==> config.mk <==
export PLATFORM = sky130hd
export DESIGN_NAME = imem_loader_flat
export DESIGN_NICKNAME = d
export VERILOG_FILES = /design/src/rtl/imem_loader_pkg.sv /design/src/rtl/imem_loader_if.sv /design/src/rtl/imem_loader.sv /design/src/flat_wrapper.sv
export SDC_FILE = /design/constraint.sdc
export NUM_CORES = 1
export LEC_CHECK = 0
export ABC_AREA = 1
export CAP_MARGIN = 20
export CORE_AREA = 2 2 103 105
export CTS_CLUSTER_SIZE = 25
export DETAILED_ROUTE_END_ITERATION = 6
export DIE_AREA = 0 0 105 107
export GPL_TIMING_DRIVEN = 0
export PLACE_DENSITY = 0.5
export SYNTH_ARGS = -nofsm -noshare
export SYNTH_HDL_FRONTEND = slang
export SYNTH_SLANG_ARGS = --single-unit
==> constraint.sdc <==
create_clock -name clk -period 4.13 [get_ports clk]
set_clock_uncertainty 0.2 [all_clocks]
set_input_delay 0.6195 -clock clk [delete_from_list [all_inputs] [get_ports clk]]
set_output_delay 0.6195 -clock clk [all_outputs]
set_load 0.03 [all_outputs]
==> src/rtl/imem_loader_pkg.sv <==
// Shared types and constants for the framed instruction-memory program loader.
package imem_loader_pkg;

  typedef enum logic [2:0] {
    IDLE  = 3'd0,
    LEN   = 3'd1,
    DATA  = 3'd2,
    CHECK = 3'd3,
    RESP  = 3'd4
  } state_e;

  typedef enum logic [1:0] {
    ERR_NONE    = 2'd0,
    ERR_LEN     = 2'd1,
    ERR_CSUM    = 2'd2,
    ERR_TIMEOUT = 2'd3
  } err_code_e;

  localparam logic [7:0] SYNC_BYTE = 8'hA5;

  // A program length is usable when it is non-zero and fits the memory depth.
  function automatic logic len_in_range(input logic [7:0] len, input int addr_w);
    logic [31:0] depth;
    depth = 32'd1 << addr_w;
    return (len != 8'd0) && ({24'd0, len} <= depth);
  endfunction

endpackage

==> src/rtl/imem_loader_if.sv <==
// Byte-stream input, instruction-memory write port and load status of the loader.
interface imem_loader_if #(
  parameter int IMEM_ADDR_W = 4
);
  import imem_loader_pkg::*;

  logic                   in_valid;
  logic [7:0]             in_data;
  logic                   in_ready;
  logic                   mem_we;
  logic [IMEM_ADDR_W-1:0] mem_waddr;
  logic [7:0]             mem_wdata;
  logic                   cpu_hold;
  logic                   load_done;
  logic                   load_err;
  err_code_e              err_code;

  modport slave (
    input  in_valid, in_data,
    output in_ready, mem_we, mem_waddr, mem_wdata,
           cpu_hold, load_done, load_err, err_code
  );

  modport master (
    output in_valid, in_data,
    input  in_ready, mem_we, mem_waddr, mem_wdata,
           cpu_hold, load_done, load_err, err_code
  );

endinterface

==> src/rtl/imem_loader.sv <==
// Parses SYNC/LEN/data/CSUM download frames, writes the instruction memory and
// keeps the CPU in reset until a checksum-valid program has been loaded.
module imem_loader
  import imem_loader_pkg::*;
#(
  parameter int IMEM_ADDR_W = 4,
  parameter int TIMEOUT     = 1000
) (
  input  logic         clk,
  input  logic         reset,
  imem_loader_if.slave bus
);

  localparam int               TMR_W    = $clog2(TIMEOUT);
  localparam logic [TMR_W-1:0] TMR_LAST = TMR_W'(TIMEOUT - 1);

  state_e                 state_q, state_d;
  logic [IMEM_ADDR_W-1:0] cnt_q, cnt_d;
  logic [7:0]             rem_q, rem_d;
  logic [7:0]             sum_q, sum_d;
  logic [TMR_W-1:0]       tmr_q, tmr_d;
  logic                   in_ready_q, in_ready_d;
  logic                   mem_we_q, mem_we_d;
  logic [IMEM_ADDR_W-1:0] mem_waddr_q, mem_waddr_d;
  logic [7:0]             mem_wdata_q, mem_wdata_d;
  logic                   cpu_hold_q, cpu_hold_d;
  logic                   load_done_q, load_done_d;
  logic                   load_err_q, load_err_d;
  err_code_e              err_q, err_d;

  logic                   xfer_s;
  logic [7:0]             csum_s;
  logic                   tmr_exp_s;

  assign xfer_s    = bus.in_valid && in_ready_q;
  assign csum_s    = sum_q + bus.in_data;
  assign tmr_exp_s = (tmr_q == TMR_LAST);

  // Next-state and registered-output logic of the frame parser.
  always_comb begin
    state_d     = state_q;
    cnt_d       = cnt_q;
    rem_d       = rem_q;
    sum_d       = sum_q;
    tmr_d       = tmr_q;
    mem_we_d    = 1'b0;
    mem_waddr_d = mem_waddr_q;
    mem_wdata_d = mem_wdata_q;
    cpu_hold_d  = cpu_hold_q;
    load_done_d = 1'b0;
    load_err_d  = 1'b0;
    err_d       = err_q;

    case (state_q)
      IDLE: begin
        tmr_d = {TMR_W{1'b0}};
        if (xfer_s && (bus.in_data == SYNC_BYTE)) begin
          state_d    = LEN;
          cpu_hold_d = 1'b1;
          err_d      = ERR_NONE;
          sum_d      = 8'd0;
          cnt_d      = {IMEM_ADDR_W{1'b0}};
        end else begin
          state_d = IDLE;
        end
      end

      LEN: begin
        if (xfer_s) begin
          tmr_d = {TMR_W{1'b0}};
          if (len_in_range(bus.in_data, IMEM_ADDR_W)) begin
            rem_d   = bus.in_data - 8'd1;
            state_d = DATA;
          end else begin
            state_d    = RESP;
            err_d      = ERR_LEN;
            load_err_d = 1'b1;
          end
        end else if (tmr_exp_s) begin
          state_d    = RESP;
          err_d      = ERR_TIMEOUT;
          load_err_d = 1'b1;
          tmr_d      = {TMR_W{1'b0}};
        end else begin
          tmr_d = tmr_q + TMR_W'(1);
        end
      end

      DATA: begin
        if (xfer_s) begin
          tmr_d       = {TMR_W{1'b0}};
          mem_we_d    = 1'b1;
          mem_waddr_d = cnt_q;
          mem_wdata_d = bus.in_data;
          cnt_d       = cnt_q + IMEM_ADDR_W'(1);
          sum_d       = csum_s;
          // rem counts bytes still owed after this one; zero means this was the last.
          if (rem_q == 8'd0) begin
            state_d = CHECK;
          end else begin
            rem_d = rem_q - 8'd1;
          end
        end else if (tmr_exp_s) begin
          state_d    = RESP;
          err_d      = ERR_TIMEOUT;
          load_err_d = 1'b1;
          tmr_d      = {TMR_W{1'b0}};
        end else begin
          tmr_d = tmr_q + TMR_W'(1);
        end
      end

      CHECK: begin
        if (xfer_s) begin
          tmr_d   = {TMR_W{1'b0}};
          state_d = RESP;
          if (csum_s == 8'd0) begin
            load_done_d = 1'b1;
            cpu_hold_d  = 1'b0;
          end else begin
            err_d      = ERR_CSUM;
            load_err_d = 1'b1;
          end
        end else if (tmr_exp_s) begin
          state_d    = RESP;
          err_d      = ERR_TIMEOUT;
          load_err_d = 1'b1;
          tmr_d      = {TMR_W{1'b0}};
        end else begin
          tmr_d = tmr_q + TMR_W'(1);
        end
      end

      RESP: begin
        state_d = IDLE;
        tmr_d   = {TMR_W{1'b0}};
      end

      default: begin
        state_d = IDLE;
        tmr_d   = {TMR_W{1'b0}};
      end
    endcase

    in_ready_d = (state_d != RESP);
  end

  // State and output registers; reset forces every output to its idle value at once.
  always_ff @(posedge clk or posedge reset) begin
    if (reset) begin
      state_q     <= IDLE;
      cnt_q       <= {IMEM_ADDR_W{1'b0}};
      rem_q       <= 8'd0;
      sum_q       <= 8'd0;
      tmr_q       <= {TMR_W{1'b0}};
      in_ready_q  <= 1'b1;
      mem_we_q    <= 1'b0;
      mem_waddr_q <= {IMEM_ADDR_W{1'b0}};
      mem_wdata_q <= 8'd0;
      cpu_hold_q  <= 1'b1;
      load_done_q <= 1'b0;
      load_err_q  <= 1'b0;
      err_q       <= ERR_NONE;
    end else begin
      state_q     <= state_d;
      cnt_q       <= cnt_d;
      rem_q       <= rem_d;
      sum_q       <= sum_d;
      tmr_q       <= tmr_d;
      in_ready_q  <= in_ready_d;
      mem_we_q    <= mem_we_d;
      mem_waddr_q <= mem_waddr_d;
      mem_wdata_q <= mem_wdata_d;
      cpu_hold_q  <= cpu_hold_d;
      load_done_q <= load_done_d;
      load_err_q  <= load_err_d;
      err_q       <= err_d;
    end
  end

  assign bus.in_ready  = in_ready_q;
  assign bus.mem_we    = mem_we_q;
  assign bus.mem_waddr = mem_waddr_q;
  assign bus.mem_wdata = mem_wdata_q;
  assign bus.cpu_hold  = cpu_hold_q;
  assign bus.load_done = load_done_q;
  assign bus.load_err  = load_err_q;
  assign bus.err_code  = err_q;

endmodule

==> src/flat_wrapper.sv <==
// flat-port wrapper written by rule: the top's interface ports become plain ports
module imem_loader_flat import imem_loader_pkg::*;
#(
  parameter int IMEM_ADDR_W = 4,
  parameter int TIMEOUT     = 1000
)
  (clk, reset, bus_in_valid, bus_in_data, bus_in_ready, bus_mem_we, bus_mem_waddr, bus_mem_wdata, bus_cpu_hold, bus_load_done, bus_load_err, bus_err_code);
  imem_loader_if #(.IMEM_ADDR_W(IMEM_ADDR_W)) bus_i ();
  input  logic clk;
  input  logic reset;
  input wire logic [$bits(bus_i.in_valid)-1:0] bus_in_valid;
  input wire logic [$bits(bus_i.in_data)-1:0] bus_in_data;
  output wire logic [$bits(bus_i.in_ready)-1:0] bus_in_ready;
  output wire logic [$bits(bus_i.mem_we)-1:0] bus_mem_we;
  output wire logic [$bits(bus_i.mem_waddr)-1:0] bus_mem_waddr;
  output wire logic [$bits(bus_i.mem_wdata)-1:0] bus_mem_wdata;
  output wire logic [$bits(bus_i.cpu_hold)-1:0] bus_cpu_hold;
  output wire logic [$bits(bus_i.load_done)-1:0] bus_load_done;
  output wire logic [$bits(bus_i.load_err)-1:0] bus_load_err;
  output wire logic [$bits(bus_i.err_code)-1:0] bus_err_code;
  assign bus_i.in_valid = bus_in_valid;
  assign bus_i.in_data = bus_in_data;
  assign bus_in_ready = bus_i.in_ready;
  assign bus_mem_we = bus_i.mem_we;
  assign bus_mem_waddr = bus_i.mem_waddr;
  assign bus_mem_wdata = bus_i.mem_wdata;
  assign bus_cpu_hold = bus_i.cpu_hold;
  assign bus_load_done = bus_i.load_done;
  assign bus_load_err = bus_i.load_err;
  assign bus_err_code = bus_i.err_code;
  imem_loader #(.IMEM_ADDR_W(IMEM_ADDR_W), .TIMEOUT(TIMEOUT)) u_core (.clk(clk), .reset(reset), .bus(bus_i));
endmodule
==> results.py <==
metrics = {
    "outcome": {
        "status": "finished clean",
    },
    "cts": {
        "hold_buffers": 0,
        "cts_tree": "built",
        "cts-resized-gates": 0,
        "postCtsSetupBuffers": 0,
        "cts_buffers": 5,
        "clk_pin_slew_ns": 0.10,
        "clk_latency_ns": 0.30,
        "cts.path.max_buffers": 2,
        "clockRootBuffer": "clkbuf_8",
        "cts_max_level": 2,
        "clock_sinks": 52,
    },
    "logic_synthesis": {
        "synth_top_area_share": 0.424,
        "synth_edf_count": 0,
        "synthTopCellsByCount": "105 x nand2_1, 52 x inv_1, 50 x dfrtp_1",
        "synth_area_leaders": "dfrtp_1 42%, nand2_1 13%, nand3_1 6.8%, inv_1 6.6%, o21ai_0 5.3%",
        "yosysMostFrequentCell": "nand2_1",
        "ys_ff_latch": 52,
        "async_reset_ff_frac": 1.00,
        "ys_types": 35,
        "ys_seq_area_frac": 0.442,
        "synth.largest_area_cell": "dfrtp_1",
        "ys_warn_count": 0,
        "synthFlopType": "dfrtp_1",
        "syn_area_per_cell_um2": 7.59,
        "synthCells": 389,
        "syn-cell-area_mm2": 0.00295,
        "synth_nets": 411,
    },
    "floorplan": {
        "die_h_um": 107,
        "fp.coreArea_mm2": 0.0101,
        "num_rows": 37,
        "ios": 30,
        "dieArea_mm2": 0.0112,
        "fp.dieW_um": 105,
        "start_util": 0.292,
    },
    "power_and_ir_drop": {
        "ir_drop_uv": 128,
        "p_seq_frac": 0.528,
        "switching_share": 0.233,
        "p_per_area_mw_per_mm2": 281,
        "internal_power_uw": 767,
        "combPwrFrac": 0.087,
        "power.leakage_uw": 0.00179,
        "p_switching_uw": 233,
        "clkPwrFrac": 0.384,
    },
    "critical_path": {
        "path_max_fanout": 5,
        "worstRegToRegCells": 13,
        "crit_path_end_kind": "flip-flop",
        "worstPathRequired_ns": 4.17,
        "rrSetupSlack_ns": 1.78,
        "cp_slowest_cell": "clkdlybuf4s50_1",
        "worst-setup-path-type": "primary input to flip-flop",
        "cp_common_cell": "nand2_1",
        "cp.arrival_ns": 2.88,
        "path_cells": "clkdlybuf4s50_1 -> ha_1 -> fa_1 -> nand2_1 -> nand2_1 -> nand3_1 -> nand2_1 -> nand2_1 -> nand2_1 -> nor2_1 -> nand3_1 -> nand2_1 -> nand2_1 -> nand2_1",
        "cp-start-kind": "primary input",
        "r2r-start": "u_core.sum_q[0]$_DFFE_PP0P_",
        "cpPeakStageDelay_ns": 0.50,
        "timing.rr.end": "u_core.bus.err_code[1]$_DFFE_PP0P_",
    },
    "detailed_routing": {
        "totalWireLength_um": 7160,
        "dr.pass1.iters": 4,
        "drc_errors": 0,
        "dr_total_vias": 2572,
        "drt-initial-drc-count": 110,
        "ant_nets": 0,
        "vias_per_cell": 4.57,
        "wire_per_inst_um": 12.7,
    },
    "timing": {
        "rsz0062_at_grt": "false",
        "finalSetupTns_ns": 0,
        "drv_slew": 0,
        "finalCritPeriodShare": 0.688,
        "fmax_mhz": 352,
        "finalHoldViolCount": 0,
        "worst_pin_slew_ns": 0.523,
        "setup_violations": 0,
        "period_needed_ns": 2.84,
        "relSlewSlack": 0.652,
    },
    "finish": {
        "drive_above_1_share": 0.0726,
        "layout.nets": 448,
        "areaGrowthSynthToFinish_pct": 20.6,
        "antenna_cells": 0,
        "utilization": 0.353,
    },
    "grt": {
        "antenna_found_initial": 0,
        "grt_pass1_wl_um": 12200,
        "grt_overflow": 0,
        "grtUsageTotal": 0.134,
        "grt_max_degree": 36,
        "grt_pass1_vias": 2578,
    },
    "worst_hold_path": {
        "hold_path_class": "flip-flop to flip-flop",
        "hold_depth": 1,
        "min_from": "u_core.tmr_q[0]$_DFF_PP0_",
        "worstHoldEndpoint": "u_core.tmr_q[0]$_DFF_PP0_",
    },
    "job": {
        "cap_violations": 0,
    },
    "place": {
        "hpwl_um": 5450,
        "place.gp.congestion": 0.831,
        "port_buffers": 29,
    },
}
-- flip-flops by register name, summed over array words and instances (netlist names), 2 cells and up --
register,cells
u_core.bus.mem_waddr,4
u_core.rem_q,8
u_core.state_q,3
u_core.cnt_q,4
u_core.tmr_q,10
u_core.sum_q,8
u_core.bus.err_code,2
u_core.bus.mem_wdata,8
-- placed cells by master (no fill, tap or decap), types with 7 or more instances in the layout --
cell             Yosys  final
dfrtp_1             50     50
nand2_1            105    105
o21ai_0             31     31
nor2_1              32     32
ha_1                10     10
a21oi_1             13     13
clkbuf_8             0      7
inv_1               52     51
clkdlybuf4s50_1      0     29
nand3_1             40     40
-- power by group through the flow --
| stage | Sequential (µW) | Clock, µW | Combinational, µW |
|---|---|---|---|
| finish | 528 | 384 | 87.4 |
| global route | 530 | 419 | 100 |
| CTS | 529 | 398 | 89.4 |
| detailed placement | 538 | 0 | 89.3 |
| global placement | 538 | 0 | 85.5 |
| floorplan | 539 | 0 | 52.9 |
-- logic make-up (layout without fill, tap and decap cells) --
group	count (synthesis)	count (layout)	share of synthesized area
simple gates	199	199	0.298
xor+xnor	5	5	0.0148
compound gates	59	59	0.113
fa+ha+maj	11	11	0.0492
buf+inv	63	101	0.0831
flops	52	52	0.442
-- layout make-up --
class,count,area [µm²]
clock buffers,7,96.3
repair buffers,30,310
clock inverters,1,30.0
inverters,57,214
multi-input cells,274,1400
fillers,1123,6530
well taps,136,170
flip-flops and latches,52,1300
plain buffers,6,31.3
-- metal layers --
layer  track usage  vias up  wire, µm
li1              -     1317         -
met1         0.182     1205      3480
met2         0.222       44      3320
met3        0.0249        6       261
met4        0.0314        0        97
met5             0        -         0
-- critical path, delay by kind of cell --
kind / cells / cell delay (ns)
AND/OR/NAND/NOR: 11 / 1.04
adder cells (fa/ha/maj): 2 / 0.72
buffers and inverters: 1 / 0.50
-- metrics by stage --
stage / instance area (µm²) / instances / power, µW / worst slack (ns) / hold WS [ns]
global route: 3560 / 563 / 1050 / 1.09 / 0.303
detailed placement: 3430 / 555 / 627 / 0.978 / 0.260
global placement: 3410 / 554 / 624 / 0.919 / 0.248
CTS: 3560 / 563 / 1020 / 1.30 / 0.276
floorplan: 2950 / 389 / 592 / 1.80 / 0.233
finish: 3560 / 563 / 1000 / 1.29 / 0.272
-- worst max path at each step --
stage,startpoint,end,slack (ns),cells after the start
after floorplan,bus_in_data[0],u_core.bus.err_code[1]$_DFFE_PP0P_,1.80,13
after global placement,reset,u_core.bus.mem_waddr[0]$_DFFE_PP0P_,0.92,2
after detailed placement,bus_in_data[0],u_core.bus.err_code[1]$_DFFE_PP0P_,0.98,14
after CTS,bus_in_data[0],u_core.bus.err_code[1]$_DFFE_PP0P_,1.30,14
after global routing,bus_in_data[0],u_core.bus.err_code[1]$_DFFE_PP0P_,1.09,14
final,bus_in_data[0],u_core.bus.err_code[1]$_DFFE_PP0P_,1.29,14
No activity file was read; power rests on OpenSTA's default activity.
